`src/rtl/cpu_param_if.sv`:
```
// Loader/consumer-facing bus of the accumulator core: program port and the
// valid/ready output channel, plus the halted status.
interface cpu_param_if #(
    parameter int DATA_W = 8,
    parameter int ADDR_W = 4
);
    logic              prog;
    logic [ADDR_W-1:0] prog_addr;
    logic [DATA_W-1:0] prog_data;
    logic [DATA_W-1:0] out_data;
    logic              out_valid;
    logic              out_ready;
    logic              halted;

    modport master (
        output prog, prog_addr, prog_data, out_ready,
        input  out_data, out_valid, halted
    );

    modport slave (
        input  prog, prog_addr, prog_data, out_ready,
        output out_data, out_valid, halted
    );
endinterface

```
`src/rtl/cpu_param.sv`:
```
// Parametrised accumulator CPU with variable-length microcode, logic ops,
// conditional jumps, HLT and a valid/ready output port with backpressure.
module cpu_param #(
    parameter int DATA_W = 8,
    parameter int ADDR_W = 4
) (
    input  logic         clk,
    input  logic         rst_n,
    cpu_param_if.slave   bus
);
    // state | meaning
    // F0    | MAR <= PC
    // F1    | IR <= RAM[MAR], PC++
    // E0    | decode; single-step ops finish, memory ops latch MAR
    // E1    | memory read/write step
    // E2    | ALU result and flag update
    // OW    | output waiting for out_ready, everything frozen
    // HLT   | halted until reset or prog
    localparam logic [2:0] S_F0  = 3'd0;
    localparam logic [2:0] S_F1  = 3'd1;
    localparam logic [2:0] S_E0  = 3'd2;
    localparam logic [2:0] S_E1  = 3'd3;
    localparam logic [2:0] S_E2  = 3'd4;
    localparam logic [2:0] S_OW  = 3'd5;
    localparam logic [2:0] S_HLT = 3'd6;

    localparam logic [3:0] OP_NOP = 4'h0;
    localparam logic [3:0] OP_LDA = 4'h1;
    localparam logic [3:0] OP_ADD = 4'h2;
    localparam logic [3:0] OP_OUT = 4'h3;
    localparam logic [3:0] OP_JMP = 4'h4;
    localparam logic [3:0] OP_STA = 4'h5;
    localparam logic [3:0] OP_LDI = 4'h6;
    localparam logic [3:0] OP_SUB = 4'h7;
    localparam logic [3:0] OP_JMZ = 4'h8;
    localparam logic [3:0] OP_CMP = 4'h9;
    localparam logic [3:0] OP_JMC = 4'hA;
    localparam logic [3:0] OP_AND = 4'hB;
    localparam logic [3:0] OP_OR  = 4'hC;
    localparam logic [3:0] OP_XOR = 4'hD;
    localparam logic [3:0] OP_JNZ = 4'hE;
    localparam logic [3:0] OP_HLT = 4'hF;

    logic [DATA_W-1:0] r_mem [0:(1<<ADDR_W)-1];

    logic [2:0]        r_state;
    logic [ADDR_W-1:0] r_pc;
    logic [ADDR_W-1:0] r_mar;
    logic [DATA_W-1:0] r_ir;
    logic [DATA_W-1:0] r_a;
    logic [DATA_W-1:0] r_b;
    logic              r_z;
    logic              r_c;
    logic [DATA_W-1:0] r_out_data;
    logic              r_out_valid;
    logic              r_halted;

    logic [3:0]        w_opcode;
    logic [ADDR_W-1:0] w_operand;
    logic [DATA_W-1:0] w_operand_ext;
    logic [DATA_W-1:0] w_mem_rd;
    logic [DATA_W:0]   w_res;
    logic              w_unused_ir;

    assign w_opcode      = r_ir[DATA_W-1 -: 4];
    assign w_operand     = r_ir[ADDR_W-1:0];
    assign w_operand_ext = {{(DATA_W-ADDR_W){1'b0}}, w_operand};
    assign w_mem_rd      = r_mem[r_mar];
    assign w_unused_ir   = ^r_ir;

    assign bus.out_data  = r_out_data;
    assign bus.out_valid = r_out_valid;
    assign bus.halted    = r_halted;

    // Carry/borrow lands in the extra top bit; logic ops leave it 0 so C clears.
    always_comb begin
        w_res = '0;
        case (w_opcode)
            OP_ADD:         w_res = {1'b0, r_a} + {1'b0, r_b};
            OP_SUB, OP_CMP: w_res = {1'b0, r_a} - {1'b0, r_b};
            OP_AND:         w_res = {1'b0, r_a & r_b};
            OP_OR:          w_res = {1'b0, r_a | r_b};
            OP_XOR:         w_res = {1'b0, r_a ^ r_b};
            default:        w_res = '0;
        endcase
    end

    // RAM has no reset; the loader may write even while rst_n is low.
    always_ff @(posedge clk) begin
        if (bus.prog) begin
            r_mem[bus.prog_addr] <= bus.prog_data;
        end else if (rst_n && r_state == S_E1 && w_opcode == OP_STA) begin
            r_mem[r_mar] <= r_a;
        end
    end

    always_ff @(posedge clk) begin
        if (!rst_n) begin
            r_state     <= S_F0;
            r_pc        <= '0;
            r_mar       <= '0;
            r_ir        <= '0;
            r_a         <= '0;
            r_b         <= '0;
            r_z         <= 1'b0;
            r_c         <= 1'b0;
            r_out_data  <= '0;
            r_out_valid <= 1'b0;
            r_halted    <= 1'b0;
        end else if (bus.prog) begin
            r_state     <= S_F0;
            r_pc        <= '0;
            r_out_valid <= 1'b0;
            r_halted    <= 1'b0;
        end else begin
            case (r_state)
                S_F0: begin
                    r_mar   <= r_pc;
                    r_state <= S_F1;
                end
                S_F1: begin
                    r_ir    <= w_mem_rd;
                    r_pc    <= r_pc + ADDR_W'(1);
                    r_state <= S_E0;
                end
                S_E0: begin
                    case (w_opcode)
                        OP_NOP: r_state <= S_F0;
                        OP_LDI: begin
                            r_a     <= w_operand_ext;
                            r_state <= S_F0;
                        end
                        OP_JMP: begin
                            r_pc    <= w_operand;
                            r_state <= S_F0;
                        end
                        OP_JMZ: begin
                            if (r_z) r_pc <= w_operand;
                            r_state <= S_F0;
                        end
                        OP_JNZ: begin
                            if (!r_z) r_pc <= w_operand;
                            r_state <= S_F0;
                        end
                        OP_JMC: begin
                            if (r_c) r_pc <= w_operand;
                            r_state <= S_F0;
                        end
                        OP_OUT: begin
                            r_out_data  <= r_a;
                            r_out_valid <= 1'b1;
                            r_state     <= S_OW;
                        end
                        OP_HLT: begin
                            r_halted <= 1'b1;
                            r_state  <= S_HLT;
                        end
                        default: begin
                            r_mar   <= w_operand;
                            r_state <= S_E1;
                        end
                    endcase
                end
                S_E1: begin
                    if (w_opcode == OP_LDA) begin
                        r_a     <= w_mem_rd;
                        r_state <= S_F0;
                    end else if (w_opcode == OP_STA) begin
                        r_state <= S_F0;
                    end else begin
                        r_b     <= w_mem_rd;
                        r_state <= S_E2;
                    end
                end
                S_E2: begin
                    if (w_opcode != OP_CMP) r_a <= w_res[DATA_W-1:0];
                    r_c     <= w_res[DATA_W];
                    r_z     <= (w_res[DATA_W-1:0] == '0);
                    r_state <= S_F0;
                end
                S_OW: begin
                    if (bus.out_ready) begin
                        r_out_valid <= 1'b0;
                        r_state     <= S_F0;
                    end
                end
                S_HLT:   r_state <= S_HLT;
                default: r_state <= S_F0;
            endcase
        end
    end
endmodule
```
`src/flat_wrapper.sv`:
```
// flat-port wrapper written by rule: the top's interface ports become plain ports
module cpu_param_flat 
#(
    parameter int DATA_W = 8,
    parameter int ADDR_W = 4
)
  (clk, rst_n, bus_prog, bus_prog_addr, bus_prog_data, bus_out_ready, bus_out_data, bus_out_valid, bus_halted);
  cpu_param_if #(.DATA_W(DATA_W), .ADDR_W(ADDR_W)) bus_i ();
  input  logic clk;
  input  logic rst_n;
  input wire logic [$bits(bus_i.prog)-1:0] bus_prog;
  input wire logic [$bits(bus_i.prog_addr)-1:0] bus_prog_addr;
  input wire logic [$bits(bus_i.prog_data)-1:0] bus_prog_data;
  input wire logic [$bits(bus_i.out_ready)-1:0] bus_out_ready;
  output wire logic [$bits(bus_i.out_data)-1:0] bus_out_data;
  output wire logic [$bits(bus_i.out_valid)-1:0] bus_out_valid;
  output wire logic [$bits(bus_i.halted)-1:0] bus_halted;
  assign bus_i.prog = bus_prog;
  assign bus_i.prog_addr = bus_prog_addr;
  assign bus_i.prog_data = bus_prog_data;
  assign bus_i.out_ready = bus_out_ready;
  assign bus_out_data = bus_i.out_data;
  assign bus_out_valid = bus_i.out_valid;
  assign bus_halted = bus_i.halted;
  cpu_param #(.DATA_W(DATA_W), .ADDR_W(ADDR_W)) u_core (.clk(clk), .rst_n(rst_n), .bus(bus_i));
endmodule
```
`config.mk`:
```
export PLATFORM = sky130hd
export DESIGN_NAME = cpu_param_flat
export DESIGN_NICKNAME = d
export VERILOG_FILES = /design/src/rtl/cpu_param_if.sv /design/src/rtl/cpu_param.sv /design/src/flat_wrapper.sv
export SDC_FILE = /design/constraint.sdc
export NUM_CORES = 1
export LEC_CHECK = 0
export ABC_CLOCK_PERIOD_IN_PS = 4000
export BUFFER_PORTS_ARGS = -buffer_cell sky130_fd_sc_hd__buf_2
export CORE_MARGIN = 3
export CORE_UTILIZATION = 62
export CTS_CLUSTER_DIAMETER = 30
export DETAILED_ROUTE_END_ITERATION = 10
export GPL_ROUTABILITY_DRIVEN = 0
export PLACE_DENSITY = 0.82
export SLEW_MARGIN = 20
export SYNTH_ARGS = -nofsm -noshare
export SYNTH_HDL_FRONTEND = slang
export SYNTH_SLANG_ARGS = --single-unit
export TNS_END_PERCENT = 30
```
`constraint.sdc`:
```
create_clock -name clk -period 4 [get_ports clk]
set_input_delay 0.8 -clock clk [delete_from_list [all_inputs] [get_ports clk]]
set_output_delay 0.8 -clock clk [all_outputs]
set_load 0.05 [all_outputs]
```
Word level (Yosys, flattened, before mapping)

Memory sizes are Yosys's and may differ from the RTL's. A register that Yosys moved wholly into a read port is not among the register bits.
Cells that the tools add are included.

Memories: 1
Bits in registers: 47
Word-level logic and storage cells: 107
Bits in writable memories: 128
ROM bits: 0
Input bits: 16
Bits in latches: 0
Output and inout port bits: 10

$mul: 0
Equality and inequality tests: 32
Reduce and logical (&&, ||, !) cells: 23
Div/mod/pow operators: 0
Add/sub/neg operators: 3
Muxes and demuxes: 30
Magnitude comparators: 0
Bitwise gates (word level): 7
Shifts and indexed selects: 0

Memories:

| memory       | depth | bits a word | rd ports | clocked after memory_dff | write ports | line            | source |
|---|---|---|---|---|---|---|---|
| u_core.r_mem | 16    | 8           | 1        | 1                        | 1           | cpu_param.sv:44 | `logic [DATA_W-1:0] r_mem [0:(1<<ADDR_W)-1];` |

Operators with widths:

| kind                                                | count |
|---|---|
| case mux 9 bit (5 select lines)                     | 1 |
| equality test 4 bit, second input constant          | 8 |
| 2-to-1 mux 8 bit                                    | 4 |
| 2-to-1 mux 4 bit                                    | 7 |
| case mux 8 bit (3 select lines)                     | 1 |
| case mux 3 bit (6 select lines)                     | 1 |
| equality test 4 x 3 -> 1 bit, second input constant | 4 |
| case mux 4 bit (2 select lines)                     | 2 |
| case mux 4 bit (4 select lines)                     | 1 |
| OR reduction 8 bit                                  | 2 |
| != test 2 bit, second input constant                | 5 |
| AND reduction 5 bit                                 | 2 |
| adder 8 x 8 -> 9 bit                                | 1 |
| equality test 3 bit, second input constant          | 3 |
| 2-to-1 mux 3 bit                                    | 3 |
| case mux 3 bit (3 select lines)                     | 1 |
| AND reduction 3 bit                                 | 3 |
| subtractor 8 x 8 -> 9 bit                           | 1 |
| AND 8 bit                                           | 1 |
| equality test 4 x 2 -> 1 bit, second input constant | 2 |
| logical NOT 8 bit                                   | 1 |
| 2-to-1 mux 1 bit                                    | 8 |
| OR 8 bit                                            | 1 |
| XOR 8 bit                                           | 1 |
| other kinds (20)                                    | 31 |

Logic depth before layout (Yosys ltp)

Gate-level depths: netlist of the first run.

Word-level depth: 8
Gate-level depth with buffers: 14
Depth with buffers taken out: 12

Worst setup path before layout of the first run

OpenSTA, ideal clock, no wires.

Path type: input to register
From: input bus_prog
To: memory u_core.r_mem[0][0], data pin
Library setup time: 0.330 ns
Setup slack: 1.049 ns
Stages: 6
Arrival: 2.621 ns
Data required time: 3.670 ns
Cells stage by stage: nand2b_1 > buf_2 > or4_1 > buf_2 > clkbuf_1 > o21ai_0

Longest elaborated chain between the ends: 4

Ends and longest elaborated chain:

| item                                   | line               | source |
|---|---|---|
| start, declared                        | flat_wrapper.sv:11 | `input wire logic [$bits(bus_i.prog)-1:0] bus_prog;` |
| 2-to-1 mux 1 bit                       | cpu_param.sv:90    | `if (bus.prog) begin` |
| 2-to-1 mux 1 bit (implied by the code) | cpu_param.sv:93    | `r_mem[r_mar] <= r_a;` |
| OR reduction 8 bit (no source line)    | -                  |  |
| 2-to-1 mux 8 bit (no source line)      | -                  |  |
| end, declared                          | cpu_param.sv:44    |  |

Every way passes these cells.

Worst setup path after layout of the first run

From: register u_core.r_ir[6]
To: register u_core.r_z

Longest elaborated chain between the ends: 4
Elaborated cells on any way between the ends: 9

Ends and longest elaborated chain:

| item                                                                | line             | source |
|---|---|---|
| start, declared                                                     | cpu_param.sv:49  | `logic [DATA_W-1:0] r_ir;` |
| start signal, assigned                                              | cpu_param.sv:122 | `r_ir <= w_mem_rd;` |
| equality test 4 x 3 -> 1 bit or equality test 4 bit (tied branches) | cpu_param.sv:78  | `case (w_opcode)` |
| OR reduction 2 bit                                                  | cpu_param.sv:78  |  |
| case mux 9 bit (5 select lines) (*)                                 | cpu_param.sv:78  |  |
| logical NOT 8 bit (*)                                               | cpu_param.sv:178 | `r_z <= (w_res[DATA_W-1:0] == '0);` |
| end signal, assigned                                                | cpu_param.sv:178 |  |
| end, declared                                                       | cpu_param.sv:52  | `logic r_z;` |

Mark *: on every way between the ends. The rest lies on a longest branch, timed or not.
A chain may end at the register's enable or synchronous reset.

==> results of run 1 <==
[path summary, 6_finish.rpt]
check / from / endpoint / cells past startpoint
setup / recovery: u_core.r_ir[6] / u_core.r_z / 11
hold / removal: u_core.bus.halted / u_core.bus.halted / 1
setup reg to reg: u_core.r_ir[6] / u_core.r_z / 11
hold reg to reg: u_core.bus.halted / u_core.bus.halted / 1
[power breakdown]
group | internal, mW | switching (mW) | leakage, nW | total (mW)
sequential | 2.01 | 0.0395 | 1.57 | 2.05
clock | 1.05 | 0.688 | 0.292 | 1.73
combinational | 0.0905 | 0.149 | 1.30 | 0.239
[synthesized netlist by cell type (15+ instances only)]
cell type	number
dfxtp_1	51
nor2_1	64
buf_2	15
inv_1	29
a21oi_1	27
edfxtp_1	128
nand2_1	53
mux4_2	33
o21ai_0	35
mux2i_1	21
ha_1	26
[metrics by stage]
stage          utilization, %  instances  worst slack [ns]  cell area (sq um)  hold slack (ns)
2_1_floorplan               -        676              1.05               8570            0.450
3_3_place_gp             66.0        858             0.759               8840            0.447
3_5_place_dp             66.0        858             0.586               8840            0.464
4_1_cts                  70.5        888             0.647               9450            0.478
5_1_grt                  70.5        888             0.362               9450            0.510
6_report                 70.5        888             0.574               9450            0.468
[kinds of logic after synthesis]
logic type	count (synthesis)
multiplexers	57
AND/OR/NAND/NOR	192
buffers and inverters	68
flip-flops	179
XOR/XNOR	9
AO/OA/AOI/OAI	144
adder cells (fa/ha/maj)	27
[layer usage]
metal,vias to the layer above,GRT usage [%],wire [um]
met5,-,0,0
met4,0,9.62,555
met3,41,6.22,1600
met1,2835,37.2,8150
met2,303,48.4,10400
li1,2609,-,-
[layout by cell type, fill, tap and decap left out, drive strengths merged, types with 4 or more instances in the layout]
cell type,n
edfxtp,128
nor2,65
nand2,54
dfxtp,51
o21ai,42
buf,42
mux4,36
inv,35
a21oi,28
ha,26
mux2i,21
clkbuf,19
a22oi,14
nor2b,13
a31oi,12
nand2b,10
nor3,9
a211oi,9
xnor2,8
nand3,7
nor3b,6
o211ai,6
nor4,6
o22a,5
o21a,4
o2111ai,4
or3,4
bufinv,4
and3,4
[worst max-delay path, stage by stage, from the launching register on]
cell	delay [ns]
dfxtp_1	0.77
nor3b_1	0.10
o21ai_1	0.51
o31ai_1	0.19
xnor2_1	0.17
ha_1	0.34
o21ai_0	0.10
a21oi_1	0.40
o2111ai_1	0.21
o211ai_1	0.20
nor3_1	0.10
a31o_1	0.23
[layout make-up]
cell class | instances | share of cell area [%]
clock buffers | 19 | 4.58
multi-input cells | 429 | 35.8
inverters | 32 | 1.27
clock inverters | 11 | 1.85
repair buffers | 42 | 2.67
well taps | 176 | 2.33
flip-flops and latches | 179 | 51.5
[registers in the layout, summed over array words and instances (netlist names), named ones only]
| name | flops |
|---|---|
| u_core.bus.halted | 1 |
| u_core.bus.out_data | 8 |
| u_core.bus.out_valid | 1 |
| u_core.r_a | 8 |
| u_core.r_b | 8 |
| u_core.r_c | 1 |
| u_core.r_ir | 8 |
| u_core.r_mar | 4 |
| u_core.r_mem | 128 |
| u_core.r_pc | 4 |
| u_core.r_state | 3 |
| u_core.r_z | 1 |
==> impl_results.md, run 1 <==
- Outcome: finished, final reports clean
- Critical Path End Type: flip-flop
- Worst IR drop on VDD: 0.408 mV
- Vias in the first global route: 5627
- IO Port Bufs: 25
- FF+latch area: 4870 sq um
- CP arrival: 3.74 ns
- LEAKAGE: 3.17 nW
- Initial Utilization: 64.0%
- Power, Total: 4.03 mW
- Post-CTS resize count: 0
- Max-slew violations: 0
- F_max: approximately 0.29 GHz
- Clock sinks: 179
- Mapped Avg Cell Area: 12.7 sq um
- Sequential share of the synthesized area: 56.8%
- Cell Pwr Density: 426 nW/um^2
- Die height: 124 um
- Asr flop ratio synth: 0%
- Yosys warns: 0
- DRT iter0 DRCs: 760
- Final Skew: 0.00828 ns
- Number of synthesized flops with an enable pin: around 130
- TritonCTS Buffers: 17
- CTS tree: done
- Row Count: 42
- Hold_buf cts: 0
- Pre-antenna DRT Iters: 5
- Final min period: 3.43 ns
- Reg2reg setup slack: 0.57 ns
- Simple-gate portion of the synthesized area: between 10 and 15%
- Adder-cell share of the synthesized area: 4.03%
- Area share of the largest cell type after synthesis: 44.8%
- # Post-CTS Setup Buffers: 0
- RSZ-0062 raised after global routing: no
- Max Fanout on Critical Path: 21
- Mapped cell area: 8570 sq um
- Final Cycle Share: 85.7%
- Area taken by multi-input logic gates: 3380 sq um
- Post-DP HPWL: roughly 14 mm
- First-pass GRT wire length: 31.9 mm
- Syn nets: 719
- Least-Margin Pin Slew: around 1.1 ns
- Vias per cell: 6.52
- Synth Flop Type: edfxtp_1
- Setup TNS: 0 ns
- Largest family of logic cells by synthesized area: multiplexers
- Clk pin slew, worst setup/hold paths: about 0.07 ns
- Total Routed Length: approximately 21 mm
- Initial antenna violation count: 0
- Final ANT Viol Nets: 0
- Die area: 15300 sq um
- Fillers: 876
- Ratio of cells with drive above 1 in the final layout: 16.6%
- Grt ovf: 0
- Yosys reg bits: approximately 180
- Insertion delay to the later sink of the worst-skew pair: 0.42 ns
- Max Root-Sink Buffers: 2
- Root buf cell: clkbuf_16
- Total GRT Usage: 28.7%
- Core Box Area: 13400 sq um
- Diode count: 0
- Via count: 5788
- Synth unique cells: 68
- Slew headroom: 26.6%
- Post-synthesis compound-gate area fraction: 11.3%
- Top cells by area, synth: edfxtp_1 (45%), dfxtp_1 (12%), mux4_2 (8.7%)
- Post-Synth XOR/XNOR Area: less than 1%
- Final setup violation count: 0
- Synth area leader: edfxtp_1
- Die X: roughly 120 um
- Fin. Hold Viols: 0
- I/O pins: 26
- Final nets: 744
- WP data required: 4.32 ns
- Hold WC Path Type: reg -> reg
- Drt drc: 0
- Worst Setup Start Kind: flip-flop
- Post-DR wirelength/cell: 23.3 um
- CP Class: reg -> reg
- Synth Instances: 676
- Layout area overhead: 10.2%
- Largest net degree at the start of global routing: 26
- Max-Cap Viols: 0
- Mux contribution to synthesized area: ~12%
- CTS H-Tree Depth: 4
(Power assumes the default switching activity.)
==> inputs of run 2 (changes only) <==
- CORE_ASPECT_RATIO: unset -> 0.5
- CORE_UTILIZATION: 62 -> 60
- PLACE_DENSITY: 0.82 -> 0.77
==> impl_results.md, run 2 (synthesis gave the netlist of run 1 again) <==
- Hold WC Path Type: reg -> reg
- Net Sw Power: 0.977 mW
- Max-Cap Viols: 0
- Max reg flops: 128
- Worst hold stages: 1
- Final Cycle Share: 87.4%
- Post-CTS resize count: 0
- Drt drc: 0
- Cell Int Power: a little under 3 mW
- Final Skew: 0.0108 ns
- Final min period: 3.50 ns
- WP data required: around 4.4 ns
- CTS tree: done
- First-pass GRT wire length: 32.1 mm
- Total Routed Length: between 20 and 25 mm
- Initial antenna violation count: 0
- CP arrival: 3.87 ns
- Metal-1 WL: 8.72 mm
- FF+latch area: 4870 sq um
- Met3 WL: between 1.5 and 2 mm
- FF-to-FF End: u_core.r_z
- Ratio of cells with drive above 1 in the final layout: around 17%
- Root buf cell: clkbuf_16
- Worst Reg-to-Reg Cells: 10
- Largest net degree at the start of global routing: 30
- Core Box Area: 13700 sq um
- Most frequent cells in the layout: edfxtp_1 (128), nor2_1 (64), nand2_1 (53)
- Max Root-Sink Buffers: 2
- Diode count: 0
- F_max: 0.286 GHz
- IO Port Bufs: 25
- Least-Margin Pin Slew: ~1.0 ns
- Reg2reg start: u_core.r_ir[7]
- Die area: 15800 sq um
- Post-DR wirelength/cell: roughly 22 um
- Insertion delay to the later sink of the worst-skew pair: ~0.43 ns
- TritonCTS Buffers: 17
- Row Count: 30
- Initial Utilization: 62.4%
- Via count: 5815
- RSZ-0062 raised after global routing: no
- Reg2reg setup slack: 0.50 ns
- Final setup violation count: 0
- Switching share of power: 24.9%
- Logic gate share of total power: under 10%
- CP Class: reg -> reg
- Flop pwr share: approximately 52%
- Pre-antenna DRT Iters: 5
- Area taken by multi-input logic gates: 3380 sq um
- Fillers: around 940
- Vias in the first global route: about 5600
- Hold path start: u_core.bus.halted
- Leading cell type in the layout, fill and taps excluded: edfxtp_1
- Clock sinks: 179
- Die X: 175 um
- Final nets: 747
- Fin. Hold Viols: 0
- Clk pin slew, worst setup/hold paths: 0.07 ns
- DRT iter0 DRCs: between 600 and 700
- Grt ovf: 0
- Final ANT Viol Nets: 0
- Setup crit start: u_core.r_ir[7]
- Hold Path End: u_core.bus.halted
- Vias per cell: 6.40
- Slew headroom: 33.1%
- Post-DP HPWL: around 14 mm
- LEAKAGE: 3.17 nW
- Critical Path End Type: flip-flop
- Worst IR drop on VDD: 0.287 mV
- Layout area overhead: 10.5%
- Total GRT Usage: 26.8%
- I/O pins: 26
- Hold slack final: 0.484 ns
- Worst Setup Start Kind: flip-flop
- Highest Signal Layer: met5
- Cell Pwr Density: 414 nW/um^2
- Largest register by flop count: u_core.r_mem
- Wire length on met2: 9.56 mm
- Setup TNS: 0 ns
- Outcome: finished, final reports clean
- Max-slew violations: 0
- Hold_buf cts: 0
- Die height: 90.5 um
- Max Fanout on Critical Path: 16
- CTS H-Tree Depth: 4
- Clock power frac: 41.6%
- # Post-CTS Setup Buffers: 0
==> run 2: area by class of cell <==
class	instances	area share, %
clock buffers	18	4.53
clock inverters	14	1.65
inverters	32	1.27
multi-input cells	429	35.7
flip-flops and latches	179	51.4
well taps	192	2.54
repair buffers	45	2.91
==> run 2: worst max path at each step <==
stage / to / slack (ns) / cells past startpoint
floorplan: u_core.r_mem[0][0] / 1.05 / 6
global placement: u_core.r_z / 0.68 / 10
detailed placement: u_core.r_mem[11][1] / 0.57 / 5
CTS: u_core.r_z / 0.57 / 10
global route: u_core.r_z / 0.34 / 10
finish: u_core.r_z / 0.50 / 10
==> run 2: through the flow <==
step | total power, mW | setup slack, ns | std cells | instance area (sq um) | utilization, %
after floorplan | 2.23 | 1.05 | 676 | 8570 | -
after global placement | 2.31 | 0.681 | 877 | 8880 | 64.7
after detailed placement | 2.32 | 0.569 | 877 | 8880 | 64.7
after CTS | 3.92 | 0.574 | 909 | 9470 | 68.9
after global routing | 4.04 | 0.343 | 909 | 9470 | 68.9
final | 3.92 | 0.504 | 909 | 9470 | 68.9
==> run 2: layer usage <==
metal | track usage (%) | vias to the layer above
met5 | 1.92 | -
met4 | 7.69 | 2
met2 | 41.8 | 297
met1 | 38.1 | 2864
met3 | 6.21 | 35
li1 | - | 2617
==> run 2: critical path: stages (launching register included) <==
cell and delay, ns:
dfxtp_1 0.67, and3b_1 0.24, o21ai_1 0.46, nor2_1 0.09, a21o_1 0.20, fa_1 0.55, o21ai_1 0.08, a32o_1 0.26
a211o_1 0.33, nor4_1 0.36, a31o_1 0.19
==> run 2: power groups by stage <==
stage          clock [mW]  combinational, mW  sequential, mW
2_1_floorplan           0              0.172            2.06
3_3_place_gp            0              0.229            2.09
3_5_place_dp            0              0.235            2.09
4_1_cts              1.64              0.239            2.05
5_1_grt              1.73              0.260            2.05
6_report             1.63              0.242            2.05
